## config.mk

```make
export PLATFORM = sky130hd
export DESIGN_NAME = fetch_stage_flat
export DESIGN_NICKNAME = d
export VERILOG_FILES = /design/src/rtl/fetch_stage_pkg.sv /design/src/rtl/fetch_stage_if.sv /design/src/rtl/fetch_stage_fifo.sv /design/src/rtl/fetch_stage.sv /design/src/flat_wrapper.sv
export SDC_FILE = /design/constraint.sdc
export NUM_CORES = 1
export LEC_CHECK = 0
export ABC_AREA = 1
export CORE_AREA = 3 3 168 170
export CTS_CLUSTER_DIAMETER = 100
export DETAILED_ROUTE_END_ITERATION = 8
export DIE_AREA = 0 0 171 173
export PLACE_DENSITY = 0.81
export SLEW_MARGIN = 20
export SYNTH_ARGS = -nofsm -noshare
export SYNTH_HDL_FRONTEND = slang
export SYNTH_SLANG_ARGS = --single-unit
```

## constraint.sdc

```tcl
create_clock -name clk -period 10.4 [get_ports clk]
set_input_delay 2.08 -clock clk [delete_from_list [all_inputs] [get_ports clk]]
set_output_delay 2.08 -clock clk [all_outputs]
set_load 0.05 [all_outputs]
```

## src/rtl/fetch_stage_pkg.sv

```systemverilog
// Shared types and constants for the instruction fetch stage.
// Buffer entries pair a fetched instruction with its PC.
package fetch_stage_pkg;

  localparam logic [31:0] NOP_INSTR = 32'h0000_0013;

  typedef struct packed {
    logic [31:0] pc;
    logic [31:0] instr;
  } fetch_entry_t;

  typedef enum logic {
    ST_RESET,
    ST_RUN
  } fetch_state_e;

endpackage

```

## src/rtl/fetch_stage_if.sv

```systemverilog
// Instruction memory request/response channel.
// The fetch stage is the master; imem is the slave.
interface fetch_stage_if;

  logic        imem_req_valid;
  logic        imem_req_ready;
  logic [31:0] imem_req_addr;
  logic        imem_rsp_valid;
  logic [31:0] imem_rsp_data;

  modport master (
    output imem_req_valid,
    output imem_req_addr,
    input  imem_req_ready,
    input  imem_rsp_valid,
    input  imem_rsp_data
  );

  modport slave (
    input  imem_req_valid,
    input  imem_req_addr,
    output imem_req_ready,
    output imem_rsp_valid,
    output imem_rsp_data
  );

endinterface

```

## src/rtl/fetch_stage_fifo.sv

```systemverilog
// Small synchronous FIFO with occupancy count and flush.
// Head is read combinationally; push/pop are guarded.
module sync_fifo #(
  parameter int WIDTH = 32,
  parameter int DEPTH = 2
) (
  input  logic                     clk,
  input  logic                     rst,
  input  logic                     flush,
  input  logic                     push,
  input  logic                     pop,
  input  logic [WIDTH-1:0]         din,
  output logic [WIDTH-1:0]         dout,
  output logic                     empty,
  output logic                     full,
  output logic [$clog2(DEPTH+1)-1:0] count
);

  localparam int AW = (DEPTH > 1) ? $clog2(DEPTH) : 1;
  localparam int CW = $clog2(DEPTH + 1);

  logic [WIDTH-1:0] mem [DEPTH];
  logic [AW-1:0]    wp;
  logic [AW-1:0]    rp;
  logic [CW-1:0]    cnt;
  logic             do_push;
  logic             do_pop;

  assign empty   = (cnt == '0);
  assign full    = (cnt == CW'(DEPTH));
  assign count   = cnt;
  assign dout    = mem[rp];
  assign do_push = push && !full;
  assign do_pop  = pop && !empty;

  // storage write
  always_ff @(posedge clk) begin
    if (do_push) mem[wp] <= din;
  end

  // pointers and occupancy
  always_ff @(posedge clk) begin
    if (rst || flush) begin
      wp  <= '0;
      rp  <= '0;
      cnt <= '0;
    end else begin
      if (do_push)
        wp <= (wp == AW'(DEPTH - 1)) ? '0 : wp + AW'(1);
      if (do_pop)
        rp <= (rp == AW'(DEPTH - 1)) ? '0 : rp + AW'(1);
      cnt <= cnt + CW'(do_push) - CW'(do_pop);
    end
  end

endmodule

```

## src/rtl/fetch_stage.sv

```systemverilog
// IF stage: owns PCF, issues credited imem requests, buffers
// responses and drives the IF/ID register for decode.
module fetch_stage
  import fetch_stage_pkg::*;
#(
  parameter logic [31:0] RESET_PC        = 32'h0000_0000,
  parameter int          BUF_DEPTH       = 2,
  parameter int          MAX_OUTSTANDING = 2
) (
  input  logic          clk,
  input  logic          rst,
  fetch_stage_if.master imem,
  input  logic          StallD,
  input  logic          FlushD,
  input  logic          PCSrcE,
  input  logic [31:0]   PCTargetE,
  output logic [31:0]   InstrD,
  output logic [31:0]   PCD,
  output logic [31:0]   PCPlus4D,
  output logic          ValidD
);

  localparam int OW = $clog2(MAX_OUTSTANDING + 1);
  localparam int BW = $clog2(BUF_DEPTH + 1);

  fetch_state_e state_q, state_d;
  logic         run;

  logic [31:0]   pcf;
  logic [OW-1:0] outstanding;
  logic [OW-1:0] discard_cnt;

  logic          credit, room, accept;
  logic          live_rsp, discard_hit;

  logic [31:0]   pcq_head;
  logic          pcq_empty, pcq_full;
  logic [OW-1:0] pcq_count;

  fetch_entry_t  buf_din, buf_head;
  logic          buf_push, buf_pop;
  logic          buf_empty, buf_full;
  logic [BW-1:0] buf_count;

  logic          squash, hold, load;

  // control state register
  always_ff @(posedge clk) begin
    if (rst) state_q <= ST_RESET;
    else     state_q <= state_d;
  end

  // RESET leaves on deassert; RUN is left only by rst
  always_comb begin
    state_d = state_q;
    run     = 1'b0;
    unique case (state_q)
      ST_RESET: begin
        state_d = ST_RUN;
        run     = !rst;
      end
      ST_RUN:  run = !rst;
      default: state_d = ST_RESET;
    endcase
  end

  assign credit = (32'(outstanding) + 32'(buf_count))
                  < 32'(BUF_DEPTH);
  assign room   = 32'(outstanding) < 32'(MAX_OUTSTANDING);

  assign imem.imem_req_valid = run && !PCSrcE && credit && room;
  assign imem.imem_req_addr  = pcf;

  assign accept      = imem.imem_req_valid && imem.imem_req_ready;
  assign live_rsp    = run && imem.imem_rsp_valid;
  assign discard_hit = live_rsp && (discard_cnt != '0);

  // a response landing in the redirect cycle is stale too
  assign buf_push = live_rsp && !discard_hit && !PCSrcE;
  assign buf_din  = '{pc: pcq_head, instr: imem.imem_rsp_data};

  sync_fifo #(
    .WIDTH (32),
    .DEPTH (MAX_OUTSTANDING)
  ) u_pcq (
    .clk   (clk),
    .rst   (rst),
    .flush (1'b0),
    .push  (accept),
    .pop   (live_rsp),
    .din   (pcf),
    .dout  (pcq_head),
    .empty (pcq_empty),
    .full  (pcq_full),
    .count (pcq_count)
  );

  sync_fifo #(
    .WIDTH ($bits(fetch_entry_t)),
    .DEPTH (BUF_DEPTH)
  ) u_ibuf (
    .clk   (clk),
    .rst   (rst),
    .flush (PCSrcE),
    .push  (buf_push),
    .pop   (buf_pop),
    .din   (buf_din),
    .dout  (buf_head),
    .empty (buf_empty),
    .full  (buf_full),
    .count (buf_count)
  );

  // PCF, in-flight and stale-response counters
  always_ff @(posedge clk) begin
    if (rst) begin
      pcf         <= RESET_PC;
      outstanding <= '0;
      discard_cnt <= '0;
    end else begin
      outstanding <= outstanding + OW'(accept) - OW'(live_rsp);
      if (PCSrcE) begin
        pcf         <= PCTargetE & ~32'h3;
        discard_cnt <= outstanding - OW'(live_rsp);
      end else begin
        if (accept) pcf <= pcf + 32'd4;
        discard_cnt <= discard_cnt - OW'(discard_hit);
      end
    end
  end

  // mutually exclusive IF/ID actions, in priority order
  always_comb begin
    squash = FlushD || PCSrcE;
    hold   = !squash && StallD;
    load   = !squash && !StallD && !buf_empty;
  end

  assign buf_pop = run && load;

  // IF/ID register
  always_ff @(posedge clk) begin
    if (rst) begin
      InstrD   <= NOP_INSTR;
      PCD      <= '0;
      PCPlus4D <= '0;
      ValidD   <= 1'b0;
    end else begin
      unique case (1'b1)
        squash: begin
          InstrD <= NOP_INSTR;
          ValidD <= 1'b0;
        end
        hold: ValidD <= ValidD;
        load: begin
          InstrD   <= buf_head.instr;
          PCD      <= buf_head.pc;
          PCPlus4D <= buf_head.pc + 32'd4;
          ValidD   <= 1'b1;
        end
        default: begin
          InstrD <= NOP_INSTR;
          ValidD <= 1'b0;
        end
      endcase
    end
  end

  // bookkeeping invariants
  always_ff @(posedge clk) begin
    if (!rst) begin
      assert (!(live_rsp && pcq_empty));
      assert (!(accept && pcq_full));
      assert (!(buf_push && buf_full));
      assert (32'(pcq_count) == 32'(outstanding));
    end
  end

endmodule

```

## src/flat_wrapper.sv

```systemverilog
// flat-port wrapper written by rule: the top's interface ports become plain ports
module fetch_stage_flat import fetch_stage_pkg::*;
#(
  parameter logic [31:0] RESET_PC        = 32'h0000_0000,
  parameter int          BUF_DEPTH       = 2,
  parameter int          MAX_OUTSTANDING = 2
)
  (clk, rst, StallD, FlushD, PCSrcE, PCTargetE, InstrD, PCD, PCPlus4D, ValidD, imem_imem_req_valid, imem_imem_req_addr, imem_imem_req_ready, imem_imem_rsp_valid, imem_imem_rsp_data);
  fetch_stage_if imem_i ();
  input  logic clk;
  input  logic rst;
  input  logic StallD;
  input  logic FlushD;
  input  logic PCSrcE;
  input  logic [31:0] PCTargetE;
  output logic [31:0] InstrD;
  output logic [31:0] PCD;
  output logic [31:0] PCPlus4D;
  output logic ValidD;
  output wire logic [$bits(imem_i.imem_req_valid)-1:0] imem_imem_req_valid;
  output wire logic [$bits(imem_i.imem_req_addr)-1:0] imem_imem_req_addr;
  input wire logic [$bits(imem_i.imem_req_ready)-1:0] imem_imem_req_ready;
  input wire logic [$bits(imem_i.imem_rsp_valid)-1:0] imem_imem_rsp_valid;
  input wire logic [$bits(imem_i.imem_rsp_data)-1:0] imem_imem_rsp_data;
  assign imem_imem_req_valid = imem_i.imem_req_valid;
  assign imem_imem_req_addr = imem_i.imem_req_addr;
  assign imem_i.imem_req_ready = imem_imem_req_ready;
  assign imem_i.imem_rsp_valid = imem_imem_rsp_valid;
  assign imem_i.imem_rsp_data = imem_imem_rsp_data;
  fetch_stage #(.RESET_PC(RESET_PC), .BUF_DEPTH(BUF_DEPTH), .MAX_OUTSTANDING(MAX_OUTSTANDING)) u_core (.clk(clk), .rst(rst), .imem(imem_i), .StallD(StallD), .FlushD(FlushD), .PCSrcE(PCSrcE), .PCTargetE(PCTargetE), .InstrD(InstrD), .PCD(PCD), .PCPlus4D(PCPlus4D), .ValidD(ValidD));
endmodule
```

==> flow_metrics.py <==
metrics = {
    "critical_path": {
        "path_delay_family": "buffers and inverters",
        "crit_end": "imem_imem_req_valid",
        "cp_data_arrival_time_ps": 4390,
        "worstSetupStartpointType": "input pin",
        "timing.rr.end": "u_core.u_pcq.count[1]",
        "worst_setup_path_end_kind": "primary output",
        "critPathSlowestCell": "clkdlybuf4s50_1",
        "r2r_cells": 14,
        "crit_path_cell_trace": "buf_2 -> buf_4 -> inv_4 -> nand2_4 -> nor3_4 -> clkdlybuf4s50_1",
        "r2r-start": "u_core.u_ibuf.count[0]",
        "rrSetupSlack_ps": 7080,
        "cp.depth": 6,
        "crit_start": "rst",
        "critPathKind": "in2out",
        "slowest_delay_ps": 840,
        "path_max_fanout": 69,
        "cp.required_ps": 8320,
        "path_buf_inv": 4,
    },
    "clock_tree": {
        "cts_tree": "built",
        "path_clk_slew_ps": 60,
        "cts-htree-levels": 1,
        "cts_hold_buf": 0,
        "clock-sinks": 321,
        "clk_latency_ps": 560,
        "postCtsSetupRepairBufs": 0,
        "cts_made_buffers": 31,
        "clk_path_buf_depth": 3,
        "ctsResizeCount": 0,
        "cts_root_buf": "clkbuf_16",
    },
    "floorplanning": {
        "start_util_pct": 49.53,
        "ios": 201,
        "num_rows": 60,
        "die_width_um": 171,
        "die_area_sq_mm": 0.02958,
        "die_h_um": 173,
        "coreArea_sq_mm": 0.02688,
    },
    "final_layout": {
        "synthToLayoutAreaGrowth_pct": 24.38,
        "nets": 1591,
        "fin_area_sq_mm": 0.01656,
        "drive_gt1_share_pct": 8.795,
    },
    "drt": {
        "routedWlPerCell_um": 16.53,
        "wirelength_mm": 31.02,
        "vias": 9923,
        "viasPerCell": 5.287,
        "ant_nets": 0,
        "dr.first_iter.drc_count": 975,
        "drc": 0,
        "dr.pass1.iters": 6,
    },
    "timing": {
        "min_period_ps": 6466,
        "min_period_over_period_pct": 62.18,
        "setup_viol": 0,
        "hold_viol": 0,
        "fmax_mhz": 154.6,
        "tightest_slew_ps": 1098,
        "drv_slew": 0,
        "holdWs_ps": 456.9,
        "max-slew-margin-rel_pct": 26.78,
        "grt_setup_unrepaired": "no",
        "finalSetupTns_ps": 0,
        "clock_skew_ps": 22.36,
    },
    "power_and_ir_drop": {
        "power_density_mw_per_mm2": 167.0,
        "vdd_drop_max_mv": 0.1298,
        "p_leak_nw": 6.187,
        "total_power_w": 0.002765,
    },
    "synth": {
        "yosysMostFrequentCell": "nand2_1",
        "synth_top_cell_by_area": "edfxtp_1",
        "synth_cells": 1324,
        "ys_seq_area_share_pct": 62.11,
        "synth_common_cells": "nand2_1 (321), edfxtp_1 (184), dfxtp_1 (137), nor2_1 (118), inv_1 (99)",
        "synth_area_leaders": "edfxtp_1 (42%), dfxtp_1 (21%), nand2_1 (9.1%)",
        "synth_edf_count": 184,
        "yosysWarnings": 0,
        "synthesis.area_sq_mm": 0.01331,
        "async_flop_share_pct": 0,
        "syn_area_per_cell_sq_um": 10.05,
        "yosysTopAreaCellShare_pct": 41.51,
        "synth_seq_cells": 321,
        "synth-main-ff-cell": "edfxtp_1",
        "synth_cell_types": 43,
    },
    "place": {
        "place_area_sq_mm": 0.01547,
        "io_buffers": 192,
        "place_congestion": 0.8551,
        "dpl.hpwl_mm": 20.64,
    },
    "hold_path": {
        "min_from": "u_core.InstrD[29]",
        "worstHoldPathType": "reg2reg",
    },
    "global_route": {
        "grt_first_pass_wirelength_mm": 48.81,
        "grt_max_degree": 70,
        "track_usage_pct": 20.18,
        "grt_pass1_vias": 9563,
        "grt-ovfl-total": 0,
        "antenna_found_initial": 1,
    },
    "run": {
        "maxCapViolations": 0,
    },
    "run_status": {
        "status": "complete, no violations",
    },
}
flip-flops by register name, summed over array words and instances, names as in the netlist, named ones only:
register / cells
u_core.InstrD: 32
u_core.PCD: 30
u_core.PCPlus4D: 30
u_core.ValidD: 1
u_core.discard_cnt: 2
u_core.imem.imem_req_addr: 30
u_core.outstanding: 2
u_core.u_ibuf.count: 2
u_core.u_ibuf.mem: 124
u_core.u_ibuf.rp: 1
u_core.u_ibuf.wp: 1
u_core.u_pcq.count: 2
u_core.u_pcq.mem: 60
u_core.u_pcq.rp: 1
u_core.u_pcq.wp: 1
report_power, final:
part	switching [W]	total [W]	leakage [nW]	internal, W
clock	0.000462	0.00119	0.535	0.000723
sequential	0.0000228	0.00140	2.79	0.00137
combinational	0.000116	0.000183	2.86	0.0000674
total	0.000601	0.00276	6.19	0.00216
stage by stage:
step | utilization (%) | instances | setup slack (ps)
floorplan | - | 1329 | 4519
global placement | 57.55 | 1818 | 3923
detailed placement | 57.55 | 1818 | 3909
CTS | 61.59 | 1876 | 3905
global route | 61.61 | 1877 | 3812
finish | 61.61 | 1877 | 3934
worst min path at each step:
stage                   endpoint  slack [ps]  cells past startpoint
2_1_floorplan               flop         430                      1
3_3_place_gp     u_core.u_pcq.rp         440                      1
3_5_place_dp                flop         450                      1
4_1_cts            u_core.ValidD         460                      2
5_1_grt        u_core.InstrD[29]         480                      2
6_report       u_core.InstrD[29]         460                      2
placed cells by master, fill, tap and decap left out, types with 7 or more instances in the layout:
cell type,count
a31oi_1,17
clkinv_1,7
clkbuf_16,31
nand2_2,14
clkdlybuf4s50_1,191
a21oi_1,47
buf_4,9
nand3_1,87
nor2_1,113
edfxtp_1,184
dfxtp_1,136
bufinv_16,7
ha_1,9
mux2i_1,28
nor2_4,9
nor2_2,10
inv_1,99
o21ai_0,94
clkinv_2,8
nor3_1,15
nand2_1,321
xor2_1,11
mux2_2,30
worst reg2reg max path: cells and delay by family (launching register included):
kind / cells / cell delay, ps
AOI/OAI and AO/OA: 3 / 530
xor gates and xnor gates: 1 / 200
adders and majority gates: 3 / 940
buffers and inverters: 3 / 470
DFF: 1 / 400
and+or+nand+nor: 4 / 720
cell type report:
class                      count  area [sq um]
tap                          341         426.7
antenna                        1         2.502
multi-input combinational    850          4390
clock buffer                  35         800.8
inverter                     105         397.9
sequential                   321          8269
clock inverter                23         285.3
timing repair buffer         201          1984
fill                        2126         10320
cell families after synthesis:
family                     synth area share [%]
and+or+nand+nor                           18.74
DFF                                       62.11
AOI/OAI and AO/OA                         7.209
muxes                                     4.643
buffers and inverters                     5.217
adders and majority gates                0.9964
other                                   0.02817
xor gates and xnor gates                  1.053
layer usage:
metal | vias up | GRT usage, % | part of all wire (%)
met5 | - | 0 | 0
met4 | 0 | 6.170 | 2.6
met3 | 51 | 2.378 | 5.9
met2 | 344 | 32.54 | 47
met1 | 4704 | 28.76 | 45
li1 | 4824 | - | -
Note: power is estimated with default switching activity, not from simulation.
